`config.mk`:
```
export PLATFORM = sky130hd
export DESIGN_NAME = ka_seq16_ctrl_flat
export DESIGN_NICKNAME = d
export VERILOG_FILES = /design/src/rtl/ka_seq16_ctrl_pkg.sv /design/src/rtl/ka_seq16_ctrl_if.sv /design/src/rtl/ka_seq16_ctrl_ka_8x8.sv /design/src/rtl/ka_seq16_ctrl.sv /design/src/flat_wrapper.sv
export SDC_FILE = /design/constraint.sdc
export NUM_CORES = 1
export LEC_CHECK = 0
export ABC_AREA = 1
export ABC_CLOCK_PERIOD_IN_PS = 12700
export BUFFER_PORTS_ARGS = -buffer_cell sky130_fd_sc_hd__buf_2
export CORE_AREA = 2 2 129 131
export CTS_CLUSTER_DIAMETER = 200
export DETAILED_ROUTE_END_ITERATION = 7
export DIE_AREA = 0 0 131 133
export PLACE_DENSITY = 0.83
export SYNTH_ARGS = -nofsm -noshare
export SYNTH_HDL_FRONTEND = slang
export SYNTH_SLANG_ARGS = --single-unit
```
`constraint.sdc`:
```
create_clock -name clk -period 12.7 [get_ports clk]
set_clock_uncertainty 0.2 [all_clocks]
set_input_delay 0.635 -clock clk [delete_from_list [all_inputs] [get_ports clk]]
set_output_delay 0.635 -clock clk [all_outputs]
set_load 0.03 [all_outputs]
```
`src/rtl/ka_seq16_ctrl_pkg.sv`:
```
// Shared types and constants for the 16x16 sequenced Karatsuba multiplier.
// Step tables map each of the four MUL cycles to operand halves and result shift.
package ka_seq16_ctrl_pkg;

  typedef enum logic [1:0] {ST_IDLE, ST_MUL, ST_DONE} ka_state_t;

  localparam int OP_W   = 16;
  localparam int HALF_W = 8;
  localparam int P_W    = 32;

  // Indexed by step: bit/entry i belongs to step i.
  localparam logic [3:0][4:0] PP_SHIFT = {5'd16, 5'd8, 5'd8, 5'd0};
  localparam logic [3:0]      A_HI_SEL = 4'b1010;
  localparam logic [3:0]      B_HI_SEL = 4'b1100;

  function automatic logic [HALF_W-1:0] half_sel(input logic [OP_W-1:0] v, input logic hi);
    return hi ? v[OP_W-1:HALF_W] : v[HALF_W-1:0];
  endfunction

endpackage

```
`src/rtl/ka_seq16_ctrl_if.sv`:
```
// Operand/result handshake bundle between the source/consumer and the sequencer.
interface ka_seq16_ctrl_if;
  import ka_seq16_ctrl_pkg::*;

  logic            in_valid;
  logic            in_ready;
  logic [OP_W-1:0] a;
  logic [OP_W-1:0] b;
  logic            out_valid;
  logic            out_ready;
  logic [P_W-1:0]  p;

  modport master (output in_valid, a, b, out_ready, input in_ready, out_valid, p);
  modport slave  (input in_valid, a, b, out_ready, output in_ready, out_valid, p);
endinterface

```
`src/rtl/ka_seq16_ctrl_ka_8x8.sv`:
```
// Combinational 8x8 unsigned multiplier, one Karatsuba level over 4-bit halves:
// three 4/5-bit products replace four 4x4 ones.
module ka_8x8 (
  input  logic [7:0]  a_i,
  input  logic [7:0]  b_i,
  output logic [15:0] p_o
);
  logic [3:0] ah, al, bh, bl;
  logic [4:0] as, bs;
  logic [7:0] z0, z2;
  logic [9:0] zm, z1;

  assign ah = a_i[7:4];
  assign al = a_i[3:0];
  assign bh = b_i[7:4];
  assign bl = b_i[3:0];

  assign as = {1'b0, ah} + {1'b0, al};
  assign bs = {1'b0, bh} + {1'b0, bl};

  assign z0 = 8'(al) * 8'(bl);
  assign z2 = 8'(ah) * 8'(bh);
  assign zm = 10'(as) * 10'(bs);
  // Cross term ah*bl + al*bh, bounded by 450 so 10 bits never wrap.
  assign z1 = zm - 10'(z0) - 10'(z2);

  assign p_o = {z2, z0} + ({6'b0, z1} << 4);
endmodule

```
`src/rtl/ka_seq16_ctrl.sv`:
```
// 16x16 unsigned multiply sequenced over four cycles on one shared ka_8x8,
// shift-accumulating partial products into a 32-bit result.
module ka_seq16_ctrl
  import ka_seq16_ctrl_pkg::*;
#(
  parameter int CNT_W = 16
) (
  input  logic             clk,
  input  logic             rst,
  ka_seq16_ctrl_if.slave   bus,
  output logic             busy_o,
  output logic [CNT_W-1:0] done_cnt_o
);
  ka_state_t        state_q, state_d;
  logic [1:0]       step_q, step_d;
  logic [P_W-1:0]   acc_q, acc_d;
  logic [OP_W-1:0]  op_a_q, op_a_d, op_b_q, op_b_d;
  logic [P_W-1:0]   p_q, p_d;
  logic             out_valid_q, out_valid_d;
  logic [CNT_W-1:0] done_cnt_q, done_cnt_d;

  logic [HALF_W-1:0] mul_a, mul_b;
  logic [15:0]       pp;
  logic [P_W-1:0]    pp_sh, acc_sum;
  logic              in_ready;

  assign mul_a = half_sel(op_a_q, A_HI_SEL[step_q]);
  assign mul_b = half_sel(op_b_q, B_HI_SEL[step_q]);

  ka_8x8 u_mul (
    .a_i (mul_a),
    .b_i (mul_b),
    .p_o (pp)
  );

  assign pp_sh   = {16'b0, pp} << PP_SHIFT[step_q];
  assign acc_sum = acc_q + pp_sh;

  assign in_ready = (state_q == ST_IDLE) | ((state_q == ST_DONE) & bus.out_ready);

  always_comb begin
    state_d     = state_q;
    step_d      = step_q;
    acc_d       = acc_q;
    op_a_d      = op_a_q;
    op_b_d      = op_b_q;
    p_d         = p_q;
    out_valid_d = out_valid_q;
    done_cnt_d  = done_cnt_q;

    case (state_q)
      ST_MUL: begin
        acc_d  = acc_sum;
        step_d = step_q + 2'd1;
        if (step_q == 2'd3) begin
          state_d     = ST_DONE;
          p_d         = acc_sum;
          out_valid_d = 1'b1;
        end
      end
      ST_DONE: begin
        if (bus.out_ready) begin
          if (done_cnt_q != '1) done_cnt_d = done_cnt_q + CNT_W'(1);
          out_valid_d = 1'b0;
          state_d     = ST_IDLE;
        end
      end
      default: ;
    endcase

    // Acceptance shares one path for IDLE and the back-to-back DONE case.
    if (bus.in_valid && in_ready) begin
      op_a_d  = bus.a;
      op_b_d  = bus.b;
      acc_d   = '0;
      step_d  = 2'd0;
      state_d = ST_MUL;
    end
  end

  always_ff @(posedge clk or posedge rst) begin
    if (rst) begin
      state_q     <= ST_IDLE;
      step_q      <= 2'd0;
      acc_q       <= '0;
      op_a_q      <= '0;
      op_b_q      <= '0;
      p_q         <= '0;
      out_valid_q <= 1'b0;
      done_cnt_q  <= '0;
    end else begin
      state_q     <= state_d;
      step_q      <= step_d;
      acc_q       <= acc_d;
      op_a_q      <= op_a_d;
      op_b_q      <= op_b_d;
      p_q         <= p_d;
      out_valid_q <= out_valid_d;
      done_cnt_q  <= done_cnt_d;
    end
  end

  assign bus.in_ready  = in_ready;
  assign bus.out_valid = out_valid_q;
  assign bus.p         = p_q;
  assign busy_o        = (state_q != ST_IDLE);
  assign done_cnt_o    = done_cnt_q;
endmodule

```
`src/flat_wrapper.sv`:
```
// flat-port wrapper written by rule: the top's interface ports become plain ports
module ka_seq16_ctrl_flat import ka_seq16_ctrl_pkg::*;
#(
  parameter int CNT_W = 16
)
  (clk, rst, busy_o, done_cnt_o, bus_in_valid, bus_a, bus_b, bus_out_ready, bus_in_ready, bus_out_valid, bus_p);
  ka_seq16_ctrl_if bus_i ();
  input  logic clk;
  input  logic rst;
  output logic busy_o;
  output logic [CNT_W-1:0] done_cnt_o;
  input wire logic [$bits(bus_i.in_valid)-1:0] bus_in_valid;
  input wire logic [$bits(bus_i.a)-1:0] bus_a;
  input wire logic [$bits(bus_i.b)-1:0] bus_b;
  input wire logic [$bits(bus_i.out_ready)-1:0] bus_out_ready;
  output wire logic [$bits(bus_i.in_ready)-1:0] bus_in_ready;
  output wire logic [$bits(bus_i.out_valid)-1:0] bus_out_valid;
  output wire logic [$bits(bus_i.p)-1:0] bus_p;
  assign bus_i.in_valid = bus_in_valid;
  assign bus_i.a = bus_a;
  assign bus_i.b = bus_b;
  assign bus_i.out_ready = bus_out_ready;
  assign bus_in_ready = bus_i.in_ready;
  assign bus_out_valid = bus_i.out_valid;
  assign bus_p = bus_i.p;
  ka_seq16_ctrl #(.CNT_W(CNT_W)) u_core (.clk(clk), .rst(rst), .bus(bus_i), .busy_o(busy_o), .done_cnt_o(done_cnt_o));
endmodule
```
==> metrics <==
Post-synth ARST share 1.00; Crit. End Element flip-flop; H-tree Lvls 4; met2 WL post-DR 11.2 mm; main combinational cell family by area after synthesis simple AND/OR/NAND/NOR gates; antenna violations before repair 0; Clock Pin Slew Worst Setup and Hold Paths 60 ps; RSZ-0062 raised after global routing no; Core Area 16,200 um^2; compound-gate portion of the synthesized area 0.117; Syn-to-layout area delta 12.8%; status finished, final reports clean; Peak Freq 95.0 MHz; DRT Pass-1 Iters 5; fin crit share 0.829; initial core utilization 0.590; First DRT Iteration DRCs 515; setup TNS 0 ps; layout cell share with drive strength beyond 1 0.151; Routed WL 24.1 mm; top routing layer in use met4; clk buf depth 2; gpl congestion 0.948; I/O Buffers 86; Slew @ Worst Pin 1010 ps; Worst path most repeated cell inv_1; top-area cell type share of the netlist area 0.307; DRC errors left 0; CTS tree done; post-DP HPWL 18.8 mm; Setup Crit Path Kind reg -> reg; count leader, synth nand2_1; cts hold-fix bufs 0; Tot GR Track Use 0.298; Post-Syn Nets 1,370; Synth area leader dfrtp_1; Synth warnings 0; Hold Crit Class in -> async; most common library cells after synthesis 268 x nand2_1, 169 x inv_1, 117 x dfrtp_1, 109 x nor2_1, 98 x ha_1; CP max stage cell fa_1; Root Driver clkbuf_16; DRT antenna net count 0; Post-Syn Instances 1,203; Final Hold Viols 0; routed vias 8,326; Post-synth EDFFs 0; xor and xnor area share after synthesis 0.0540; sequential-to-total area share from yosys stat 0.307; Die Ht 133 um; Die ar. 17,400 um^2; Top FF cell, synth dfrtp_1; Final nets 1,455; Max transition margin 0.323; Die W 131 um; Ant. Diodes 0; M1 wire length 10.9 mm; post-synthesis mux area share 0.0316; post-DR wirelength/cell 15.8 um; WP data arrival 10,640 ps; Synth Area in Simple Gates 0.215; Seq cells post-synth 117; first-pass GRT wire length 40.5 mm; largest net degree at the start of global routing 65; Vias per Instance 5.47; library cells used by synthesis 49; Final Max Tran Viols 0; total of max-cap violations 0; Tmin final 10,530 ps; Critical Path RT 12,810 ps; top post-synthesis cells by area dfrtp_1 31%, ha_1 13%, nand2_1 11%; adder-cell area share of the yosys netlist 0.198; GRT overflow 0; Post-CTS Setup Bufs 0; metal3 WL 1.17 mm; largest stage delay on the critical path 550 ps; vias in the first global route 8,290; # rows 47; CP max FO 10; final number of setup-violating endpoints 0; I/O pin count 87; startpoint types flip-flop; Mapped Avg Cell Area 7.93 um^2; Num CTS Buffers 17; clk sinks 117; Resized cells post-CTS 0; synthesized area 9550 um^2; clk_lat worst skew 430 ps
[final timing paths]
| path | startpoint | to | slack (ps) | cells past startpoint |
|---|---|---|---|---|
| worst max-delay path | u_core.step_q[1] | u_core.acc_q[27] | 2170 | 41 |
| worst min-delay path | rst | u_core.done_cnt_o[11] | 160 | 2 |
| worst max register to register | u_core.step_q[1] | u_core.acc_q[27] | 2170 | 41 |
| worst min register to register | u_core.bus.p[2] | u_core.bus.p[2] | 270 | 2 |
| max in group asynchronous | rst | u_core.acc_q[21] | 10950 | 3 |
| min in group clk | bus_b[6] | u_core.op_b_q[6] | 240 | 2 |
[layer usage]
| metal | vias to the layer above | GRT usage |
|---|---|---|
| li1 | 4075 | - |
| met2 | 257 | 0.472 |
| met3 | 61 | 0.0441 |
| met4 | 0 | 0.122 |
| met5 | - | 0 |
| met1 | 3933 | 0.410 |
[cells by family (layout without fill, tap and decap cells)]
group / after synthesis / count (layout)
muxes: 27 / 27
and+or+nand+nor: 482 / 482
buffers and inverters: 194 / 292
xor gates and xnor gates: 58 / 58
adders and majority gates: 131 / 131
AOI/OAI and AO/OA: 194 / 194
DFF: 117 / 117
[state kept, by name, indices dropped and copies added (netlist names)]
signal                cells
u_core.acc_q             32
u_core.op_b_q            16
u_core.done_cnt_o        16
u_core.bus.out_valid      1
u_core.bus.p             32
u_core.op_a_q            16
u_core.state_q            2
u_core.step_q             2
[stage by stage]
stage | utilization | hold WS (ps) | instance area [um^2] | worst slack, ps | instances
after CTS | 0.666 | 188 | 10800 | 2280 | 1521
after floorplan | - | 255 | 9550 | 3350 | 1203
after detailed placement | 0.629 | 261 | 10200 | 2350 | 1489
after global placement | 0.629 | 252 | 10200 | 2520 | 1489
final | 0.666 | 164 | 10800 | 2170 | 1521
after global routing | 0.666 | 233 | 10800 | 1490 | 1521
[layout by cell type (no fill, tap or decap), types with 3 or more instances in the layout]
| cell | n |
|---|---|
| or2_2 | 17 |
| dfrtp_1 | 117 |
| nand2_2 | 4 |
| nor2_2 | 6 |
| nand3_1 | 45 |
| xor2_1 | 36 |
| o21ai_0 | 81 |
| nand2_1 | 268 |
| o211ai_1 | 4 |
| nor3_1 | 10 |
| nand3_2 | 5 |
| o21ai_1 | 3 |
| nand4_1 | 4 |
| a21o_1 | 4 |
| buf_2 | 86 |
| o21bai_1 | 7 |
| a31oi_1 | 3 |
| mux2_2 | 25 |
| buf_4 | 3 |
| fa_1 | 33 |
| clkbuf_16 | 17 |
| inv_1 | 168 |
| clkinv_4 | 4 |
| o21ai_2 | 7 |
| a32o_1 | 3 |
| a21oi_1 | 65 |
| nand3b_1 | 8 |
| xnor2_1 | 21 |
| ha_1 | 98 |
| nor2_1 | 109 |
| o22ai_1 | 3 |
| inv_6 | 4 |
[worst max-delay path: cells and delay by family (launching register included)]
kind,cells,cell delay [ps]
flip-flops,1,480
adder cells (fa/ha/maj),10,4580
AND/OR/NAND/NOR,10,1240
AO/OA/AOI/OAI,11,2590
XOR/XNOR,2,490
buffers and inverters,8,800
[layout make-up]
class                   count  area, um^2
flip-flops and latches    117        2930
clock inverters            14         168
repair buffers             89         453
well taps                 220         275
fillers                  1327        5410
multi-input cells         892        5870
inverters                 171         644
clock buffers              18         429
Power is left out: the tool's default activity adds up to more than one toggle a clock period on the data nets, which glitch-free logic cannot reach.
